File: config.mk
export PLATFORM = sky130hd
export DESIGN_NAME = jk_bank_driver_flat
export DESIGN_NICKNAME = d
export VERILOG_FILES = /design/src/rtl/jk_pkg.sv /design/src/rtl/jk_bank_driver_if.sv /design/src/rtl/jk_excite.sv /design/src/rtl/jk_bank_driver.sv /design/src/flat_wrapper.sv
export SDC_FILE = /design/constraint.sdc
export NUM_CORES = 1
export LEC_CHECK = 0
export ABC_CLOCK_PERIOD_IN_PS = 2300
export CORE_MARGIN = 2
export CORE_UTILIZATION = 40
export CTS_CLUSTER_SIZE = 14
export DETAILED_ROUTE_END_ITERATION = 12
export HOLD_SLACK_MARGIN = 0.05
export MAX_ROUTING_LAYER = met4
export PLACE_DENSITY_LB_ADDON = 0.12
export SETUP_SLACK_MARGIN = 0.5
export SKIP_LAST_GASP = 1
export SLEW_MARGIN = 30
export SYNTH_ARGS = -nofsm -noshare
export SYNTH_HDL_FRONTEND = slang
export SYNTH_HIERARCHICAL = 1
export SYNTH_SLANG_ARGS = --single-unit
File: constraint.sdc
create_clock -name clk -period 2.3 [get_ports clk]
set_input_delay 0.46 -clock clk [delete_from_list [all_inputs] [get_ports clk]]
set_output_delay 0.46 -clock clk [all_outputs]
set_load 0.1 [all_outputs]
File: src/rtl/jk_pkg.sv
// Shared types and constants for the JK bank driver: FSM state encoding,
// JK excitation codes and the try-counter width.
package jk_pkg;

  typedef enum logic [2:0] {
    IDLE,
    CALC,
    STROBE,
    SETTLE,
    CHECK
  } state_t;

  localparam logic [1:0] JK_HOLD = 2'b00;
  localparam logic [1:0] JK_RST  = 2'b01;
  localparam logic [1:0] JK_SET  = 2'b10;
  localparam logic [1:0] JK_TGL  = 2'b11;

  localparam int TRY_W = 3;

endpackage

File: src/rtl/jk_bank_driver_if.sv
// Request / completion handshake between the command front end (master)
// and the JK bank driver (slave).
import jk_pkg::*;

interface jk_bank_driver_if #(
  parameter int W = 8
) ();
  logic             req_valid;
  logic             req_ready;
  logic             req_mode;
  logic [W-1:0]     req_data;
  logic             done_valid;
  logic             done_ok;
  logic [TRY_W-1:0] done_tries;

  modport master (
    output req_valid, req_mode, req_data,
    input  req_ready, done_valid, done_ok, done_tries
  );

  modport slave (
    input  req_valid, req_mode, req_data,
    output req_ready, done_valid, done_ok, done_tries
  );
endinterface

File: src/rtl/jk_excite.sv
// Per-bit JK excitation: maps current Q and target T to the J/K pair that
// moves Q to T on the next strobe. Build option JK_BANK_TOGGLE_EN drives
// changing bits with the toggle code instead of set/reset.
import jk_pkg::*;

module jk_excite (
  input  logic q,
  input  logic t,
  output logic j,
  output logic k
);
  logic [1:0] jk_code;

  // Select the excitation code for this bit.
  always_comb begin
    jk_code = JK_HOLD;
`ifdef JK_BANK_TOGGLE_EN
    if (q != t) begin
      jk_code = JK_TGL;
    end
`else
    if (q != t) begin
      jk_code = t ? JK_SET : JK_RST;
    end
`endif
  end

  assign j = jk_code[1];
  assign k = jk_code[0];
endmodule

File: src/rtl/jk_bank_driver.sv
// Initiator-side controller for a bank of W JK flip-flops. Accepts a write
// request (exact word or toggle mask), drives J/K with a one-cycle strobe,
// verifies Q against the target and retries up to MAX_RETRY times.
// Optional build macro: JK_BANK_TOGGLE_EN (toggle excitation, see jk_excite).
import jk_pkg::*;

module jk_bank_driver #(
  parameter int W         = 8,
  parameter int MAX_RETRY = 2
) (
  input  logic                  clk,
  input  logic                  rst,
  jk_bank_driver_if.slave       req_if,
  input  logic [W-1:0]          jk_q,
  output logic [W-1:0]          jk_j,
  output logic [W-1:0]          jk_k,
  output logic                  jk_strobe
);

  localparam logic [TRY_W-1:0] RETRY_LIMIT = TRY_W'(MAX_RETRY);

  state_t           state_reg, state_next;
  logic [W-1:0]     target_reg;
  logic             mode_reg;
  logic [TRY_W-1:0] try_reg;
  logic [W-1:0]     j_reg, k_reg;
  logic             done_ok_reg;
  logic [TRY_W-1:0] done_tries_reg;

  logic             ready_c, strobe_c, done_fire, done_pass;
  logic             resolve;
  logic             match;
  logic [W-1:0]     tgt_eff;
  logic [W-1:0]     j_calc, k_calc;

  // Toggle-mask requests hold the mask in target_reg until the first CALC,
  // which folds in the live Q; retries reuse the already resolved target.
  assign resolve = (state_reg == CALC) && mode_reg && (try_reg == '0);
  assign tgt_eff = resolve ? (jk_q ^ target_reg) : target_reg;
  assign match   = (jk_q == target_reg);

  genvar gi;
  generate
    for (gi = 0; gi < W; gi++) begin : g_bit
      jk_excite u_excite (
        .q (jk_q[gi]),
        .t (tgt_eff[gi]),
        .j (j_calc[gi]),
        .k (k_calc[gi])
      );
    end
  endgenerate

  // State register.
  always_ff @(posedge clk or posedge rst) begin
    if (rst) begin
      state_reg <= IDLE;
    end else begin
      state_reg <= state_next;
    end
  end

  // Next-state and handshake/strobe/completion decode.
  always_comb begin
    state_next = state_reg;
    ready_c    = 1'b0;
    strobe_c   = 1'b0;
    done_fire  = 1'b0;
    done_pass  = 1'b0;
    case (state_reg)
      IDLE: begin
        ready_c = 1'b1;
        if (req_if.req_valid) begin
          state_next = CALC;
        end
      end
      CALC:   state_next = STROBE;
      STROBE: begin
        strobe_c   = 1'b1;
        state_next = SETTLE;
      end
      SETTLE: state_next = CHECK;
      CHECK: begin
        done_pass = match;
        if (match || (try_reg > RETRY_LIMIT)) begin
          done_fire  = 1'b1;
          state_next = IDLE;
        end else begin
          state_next = CALC;
        end
      end
      default: state_next = IDLE;
    endcase
  end

  // Request capture, excitation registers, try counter and held results.
  always_ff @(posedge clk or posedge rst) begin
    if (rst) begin
      target_reg     <= '0;
      mode_reg       <= 1'b0;
      try_reg        <= '0;
      j_reg          <= '0;
      k_reg          <= '0;
      done_ok_reg    <= 1'b0;
      done_tries_reg <= '0;
    end else begin
      case (state_reg)
        IDLE: begin
          if (req_if.req_valid) begin
            mode_reg   <= req_if.req_mode;
            target_reg <= req_if.req_data;
            try_reg    <= '0;
          end
        end
        CALC: begin
          target_reg <= tgt_eff;
          j_reg      <= j_calc;
          k_reg      <= k_calc;
        end
        STROBE: try_reg <= try_reg + TRY_W'(1);
        SETTLE: begin
          j_reg <= '0;
          k_reg <= '0;
        end
        CHECK: begin
          if (done_fire) begin
            done_ok_reg    <= done_pass;
            done_tries_reg <= try_reg;
          end
        end
        default: ;
      endcase
    end
  end

  assign req_if.req_ready  = ready_c;
  assign req_if.done_valid = done_fire;
  assign req_if.done_ok    = done_fire ? done_pass : done_ok_reg;
  assign req_if.done_tries = done_fire ? try_reg : done_tries_reg;
  assign jk_strobe         = strobe_c;
  assign jk_j              = j_reg;
  assign jk_k              = k_reg;

endmodule
File: src/flat_wrapper.sv
// flat-port wrapper written by rule: the top's interface ports become plain ports
module jk_bank_driver_flat 
#(
  parameter int W         = 8,
  parameter int MAX_RETRY = 2
)
  (clk, rst, jk_q, jk_j, jk_k, jk_strobe, req_if_req_valid, req_if_req_mode, req_if_req_data, req_if_req_ready, req_if_done_valid, req_if_done_ok, req_if_done_tries);
  jk_bank_driver_if #(.W(W)) req_if_i ();
  input  logic clk;
  input  logic rst;
  input  logic [W-1:0] jk_q;
  output logic [W-1:0] jk_j;
  output logic [W-1:0] jk_k;
  output logic jk_strobe;
  input wire logic [$bits(req_if_i.req_valid)-1:0] req_if_req_valid;
  input wire logic [$bits(req_if_i.req_mode)-1:0] req_if_req_mode;
  input wire logic [$bits(req_if_i.req_data)-1:0] req_if_req_data;
  output wire logic [$bits(req_if_i.req_ready)-1:0] req_if_req_ready;
  output wire logic [$bits(req_if_i.done_valid)-1:0] req_if_done_valid;
  output wire logic [$bits(req_if_i.done_ok)-1:0] req_if_done_ok;
  output wire logic [$bits(req_if_i.done_tries)-1:0] req_if_done_tries;
  assign req_if_i.req_valid = req_if_req_valid;
  assign req_if_i.req_mode = req_if_req_mode;
  assign req_if_i.req_data = req_if_req_data;
  assign req_if_req_ready = req_if_i.req_ready;
  assign req_if_done_valid = req_if_i.done_valid;
  assign req_if_done_ok = req_if_i.done_ok;
  assign req_if_done_tries = req_if_i.done_tries;
  jk_bank_driver #(.W(W), .MAX_RETRY(MAX_RETRY)) u_core (.clk(clk), .rst(rst), .req_if(req_if_i), .jk_q(jk_q), .jk_j(jk_j), .jk_k(jk_k), .jk_strobe(jk_strobe));
endmodule
# Word level (Yosys, flattened, before mapping)
# Index checks and enable logic that the tools add are counted.
# totals
out_inout_bits	23
elab_cells	69
regBits	35
input_bits	20
# op_classes
reduce_logical	11
n_addsub	1
mux	33
order_cmp	1
bitwise_logic	1
n_eq_ne	14
# ops
cell	n
case mux 8 bit (2 select lines)	3
2-to-1 mux 2 bit	16
2-to-1 mux 8 bit	2
case mux 3 bit (5 select lines)	1
2-to-1 mux 3 bit	3
== test 8 bit	1
!= test 1 bit	8
bitwise XOR 8 bit	1
2-to-1 mux 1 bit	7
== test 3 x 2 -> 1 bit, second input constant	2
logical NOT 3 bit	2
case mux 3 bit (2 select lines)	1
AND reduction 2 bit	3
nonzero test 2 bit	3
adder 3 x 1 -> 3 bit, second input constant	1
== test 3 x 1 -> 1 bit, second input constant	1
== test 3 bit, second input constant	1
> comparator 3 x 2 -> 1 bit, second input constant	1
logical AND 1 bit	2
!= test 2 bit, second input constant	1
logical OR 1 bit	1

# Depth between registers and ports, before layout
# depth
ltp_word	7
ltp_mapped	9
mapped_depth_nobuf	8

# Modules after synthesis
# The synthesis kept the hierarchy.
# modules_own_cells
module	area_each_um2	instances	cells_per_inst	seq_area_each_um2
jk_bank_driver	1841.8	1	183	875.8
jk_excite	15.0	8	2	0.0

# Least setup slack after synthesis
# No wires, ideal clock.
# synth_timing
path_type	reg2out
from	register u_core.state_reg[1]
to	output port req_if_done_ok
n_path_buf	2
t_arrival_ps	3230
path_stages_with_launch	5
setup_slack_ps	-1390
required_time_ps	1840
cell_sequence	dfrtp_1 buf_6 or3b_2 buf_2 o21ai_0
# synth_via
elab_chain_len	3
word_cells_on_any_way	4
classes_between	eq/ne: 1; mux: 3
# synth_rtl
element	line	rtl
start: declaration	jk_bank_driver.sv:22	state_t state_reg, state_next;
start signal: assignment	jk_bank_driver.sv:59	state_reg <= state_next;
== test 3 bit *	jk_bank_driver.sv:70	case (state_reg)
2-to-1 mux 1 bit	jk_bank_driver.sv:70	
2-to-1 mux 1 bit *	jk_bank_driver.sv:138	assign req_if.done_ok = done_fire ? done_pass : done_ok_reg;
end: declaration	flat_wrapper.sv:20	output wire logic [$bits(req_if_i.done_ok)-1:0] req_if_done_ok;
# Mark *: on every way between the ends. The rest lies on a longest branch, timed or not.

# Worst setup path in the final report
# layout_timing
from	register u_core.target_reg[0]
to	output port req_if_done_tries[2]
# layout_via
elab_chain_len	5
# layout_rtl
element	line	rtl
start: declaration	jk_bank_driver.sv:23	logic [W-1:0] target_reg;
start signal: assignment	jk_bank_driver.sv:111	target_reg <= req_if.req_data;
start signal: assignment	jk_bank_driver.sv:116	target_reg <= tgt_eff;
== test 8 bit	jk_bank_driver.sv:40	assign match = (jk_q == target_reg);
logical OR 1 bit	jk_bank_driver.sv:85	if (match || (try_reg > RETRY_LIMIT)) begin
2-to-1 mux 1 bit	jk_bank_driver.sv:85	
2-to-1 mux 1 bit	jk_bank_driver.sv:70	
2-to-1 mux 3 bit	-	
end: declaration	flat_wrapper.sv:21	output wire logic [$bits(req_if_i.done_tries)-1:0] req_if_done_tries;
# No other way between the ends.

==> impl_metrics.ini <==
[sta]
slew_violations = 0
finalSetupViolations = 1
period_needed_ns = 2.32
timing.fmax_mhz = 431
hold_viol = 0
fin_ws_ns = -0.0180
final.setup.tns_ns = -0.0180
rsz0062_at_grt = true
finalCritPeriodShare_pct = 101
slew_headroom_pct = 69.3
tightest_slew_ns = 0.460
skew_ns = 0.00950

[global_routing]
grtUsageTotal_pct = 20.9
antenna_found_initial = 0
grtUsageMet1_pct = 26.9
globalRouteMet3Util_pct = 5.01
grt_max_degree = 36
grt_pass1_vias = 1806
top_usage_layer = met2
grt_pass1_wl_mm = 8.47
met2_usage_pct = 32.2
grt_overflow = 0

[worst_setup_path]
crit_buf_inv = 1
critPathMaxStageDelay_ns = 0.40
worstSetupEndpointType = primary output
arrival_ns = 1.86
crit_fanout = 4
path_class = reg2out
crit_chain = xnor2_1, nand4_1, o211ai_1, o211ai_1, clkbuf_16
regToRegSetupSlack_ns = 0.34
critPathRequiredTime_ns = 1.84
critical_path.top_delay_family = compound AO/OA/AOI/OAI gates
path_common_cell = o211ai_1
startpoint_type = flip-flop
slowest_stage = dfrtp_1

[cells_and_area]
drive_gt1_share_pct = 54.7
n_antenna_cell = 0
fin_nets = 321
area_growth_pct = 72.3

[drt]
via_count = 1969
wirelength_mm = 5.71
wl_per_cell_um = 15.6
ant_nets = 0
drtPass1Iterations = 4
routed_via_density = 5.39
drt_iter0_drc = 127
post-route-drc-count = 0

[synth]
synthDistinctLibCells = 37
syn-num-nets = 222
ys_warn_count = 6
syn_area_mm2 = 0.00196
synth-seq-area-share_pct = 44.6
synthCells = 199
ys_ff_latch = 35
syn_area_per_cell_um2 = 9.86

[cts]
clock-sinks = 35
clkLatencyLatePin_ns = 0.29
cts.path.max_buffers = 2
htree_levels = 2
cts-buffers-inserted = 5
cts_tree = built
cts_hold_buffers = 0
ctsRootBufferMaster = clkbuf_8
clk_pin_slew_worst_paths_ns = 0.07

[placed_design]
port_buffers = 42
hpwl_mm = 3.25
gp_congestion = 0.815

[die]
fp.dieW_um = 74.0
die_area_mm2 = 0.00548
ios = 43
dieHeight_um = 74.0
num_rows = 25
start_util_pct = 41.5
core_mm2 = 0.00472

[outcome]
failed_checks = negative setup slack
outcome = finished with violations

[run]
cap_violations = 0

[hold_path]
min_path_type = in2reg
==> worst paths after layout <==
check / from / to / cells after the start
min reg2reg: u_core/jk_k[6] / u_core/jk_k[6] / 1
min: jk_q[3] / u_core/target_reg[3] / 2
min in group asynchronous: rst / u_core/state_reg[0] / 3
max reg2reg: u_core/target_reg[0] / u_core/done_tries_reg[2] / 10
max: u_core/target_reg[0] / req_if_done_tries[2] / 5
max in group asynchronous: rst / u_core/try_reg[1] / 3
==> placed cells by master (no fill, tap or decap), types with 6 or more instances in the layout <==
master / n
nor2b_1: 8
xnor2_2: 14
buf_6: 16
o21ai_1: 6
a22o_1: 16
and2b_2: 8
o21ai_0: 6
nor2_1: 9
nand2_4: 8
buf_12: 6
clkbuf_8: 6
inv_1: 10
buf_4: 59
a21oi_2: 9
dfrtp_1: 30
clkdlybuf4s50_1: 11
==> through the flow <==
stage / util, % / setup WS (ns) / cells / hold slack, ns / area (um^2)
5_1_grt: 71.6 / -0.120 / 365 / 0.507 / 3380
2_1_floorplan: - / -0.632 / 199 / 0.479 / 2010
6_report: 71.6 / -0.0180 / 365 / 0.501 / 3380
4_1_cts: 66.8 / 0.0587 / 354 / 0.509 / 3150
3_3_place_gp: 55.9 / -0.240 / 318 / 0.491 / 2640
3_5_place_dp: 55.9 / -0.265 / 318 / 0.496 / 2640
==> final cells by class <==
cell class / count / area [um^2]
clock buffers: 6 / 82.6
repair buffers: 101 / 950
multi-input cells: 141 / 1320
fillers: 328 / 1340
flip-flops and latches: 35 / 882
clock inverters: 1 / 5.00
inverters: 14 / 58.8
well taps: 67 / 83.8
==> cell families after synthesis <==
| logic type | share of synthesized area [%] |
|---|---|
| AND/OR/NAND/NOR | 18.2 |
| XOR/XNOR | 7.14 |
| flip-flops | 44.6 |
| adder cells (fa/ha/maj) | 1.91 |
| buffers and inverters | 5.10 |
| AO/OA/AOI/OAI | 22.4 |
| multiplexers | 0.574 |
==> metal layers <==
layer	share of wire, %	wire, um
met1	43	2460
met2	49	2790
met3	6.3	358
met4	1.7	99
met5	0	0
==> repair_timing <==
| action | in CTS | in global routing |
|---|---|---|
| setup buffers | 28 | 11 |
| pin swaps | 23 | 40 |
| gates cloned | 1 | 0 |
| resized for setup | 66 | 44 |
| setup endpoints to repair | 21 | 35 |
==> Yosys cell counts <==
cell type	count	area share, %
or3b_2	1	0.45
a22o_1	16	7.1
mux2_2	1	0.57
o21ai_0	14	3.6
a311oi_2	1	0.77
nor3b_1	2	0.77
nand3b_1	1	0.38
and2_1	1	0.32
clkbuf_1	2	0.38
inv_1	14	2.7
xnor2_1	16	7.1
or3_1	1	0.32
o21a_1	1	0.38
a22oi_1	2	0.77
dfrtp_1	35	45
or4b_4	1	0.70
a311oi_1	7	3.1
o21ai_4	1	0.83
buf_1	1	0.19
ha_1	3	1.9
o211ai_1	5	1.9
nand3_1	5	1.3
o21bai_1	1	0.38
and4_1	2	0.89
o2111ai_1	1	0.45
nor2_1	9	1.7
nor3_1	1	0.25
nand2b_1	2	0.64
nor2b_1	8	2.6
nand2_1	12	2.3
buf_2	5	1.3
and2b_2	8	3.6
nor3_2	1	0.51
and3_1	1	0.32
a21oi_1	12	3.1
buf_6	1	0.57
nand4_1	4	1.3
Power is not shown: default switching activity piles up to over one toggle a cycle in this logic, so the estimate is an artifact.
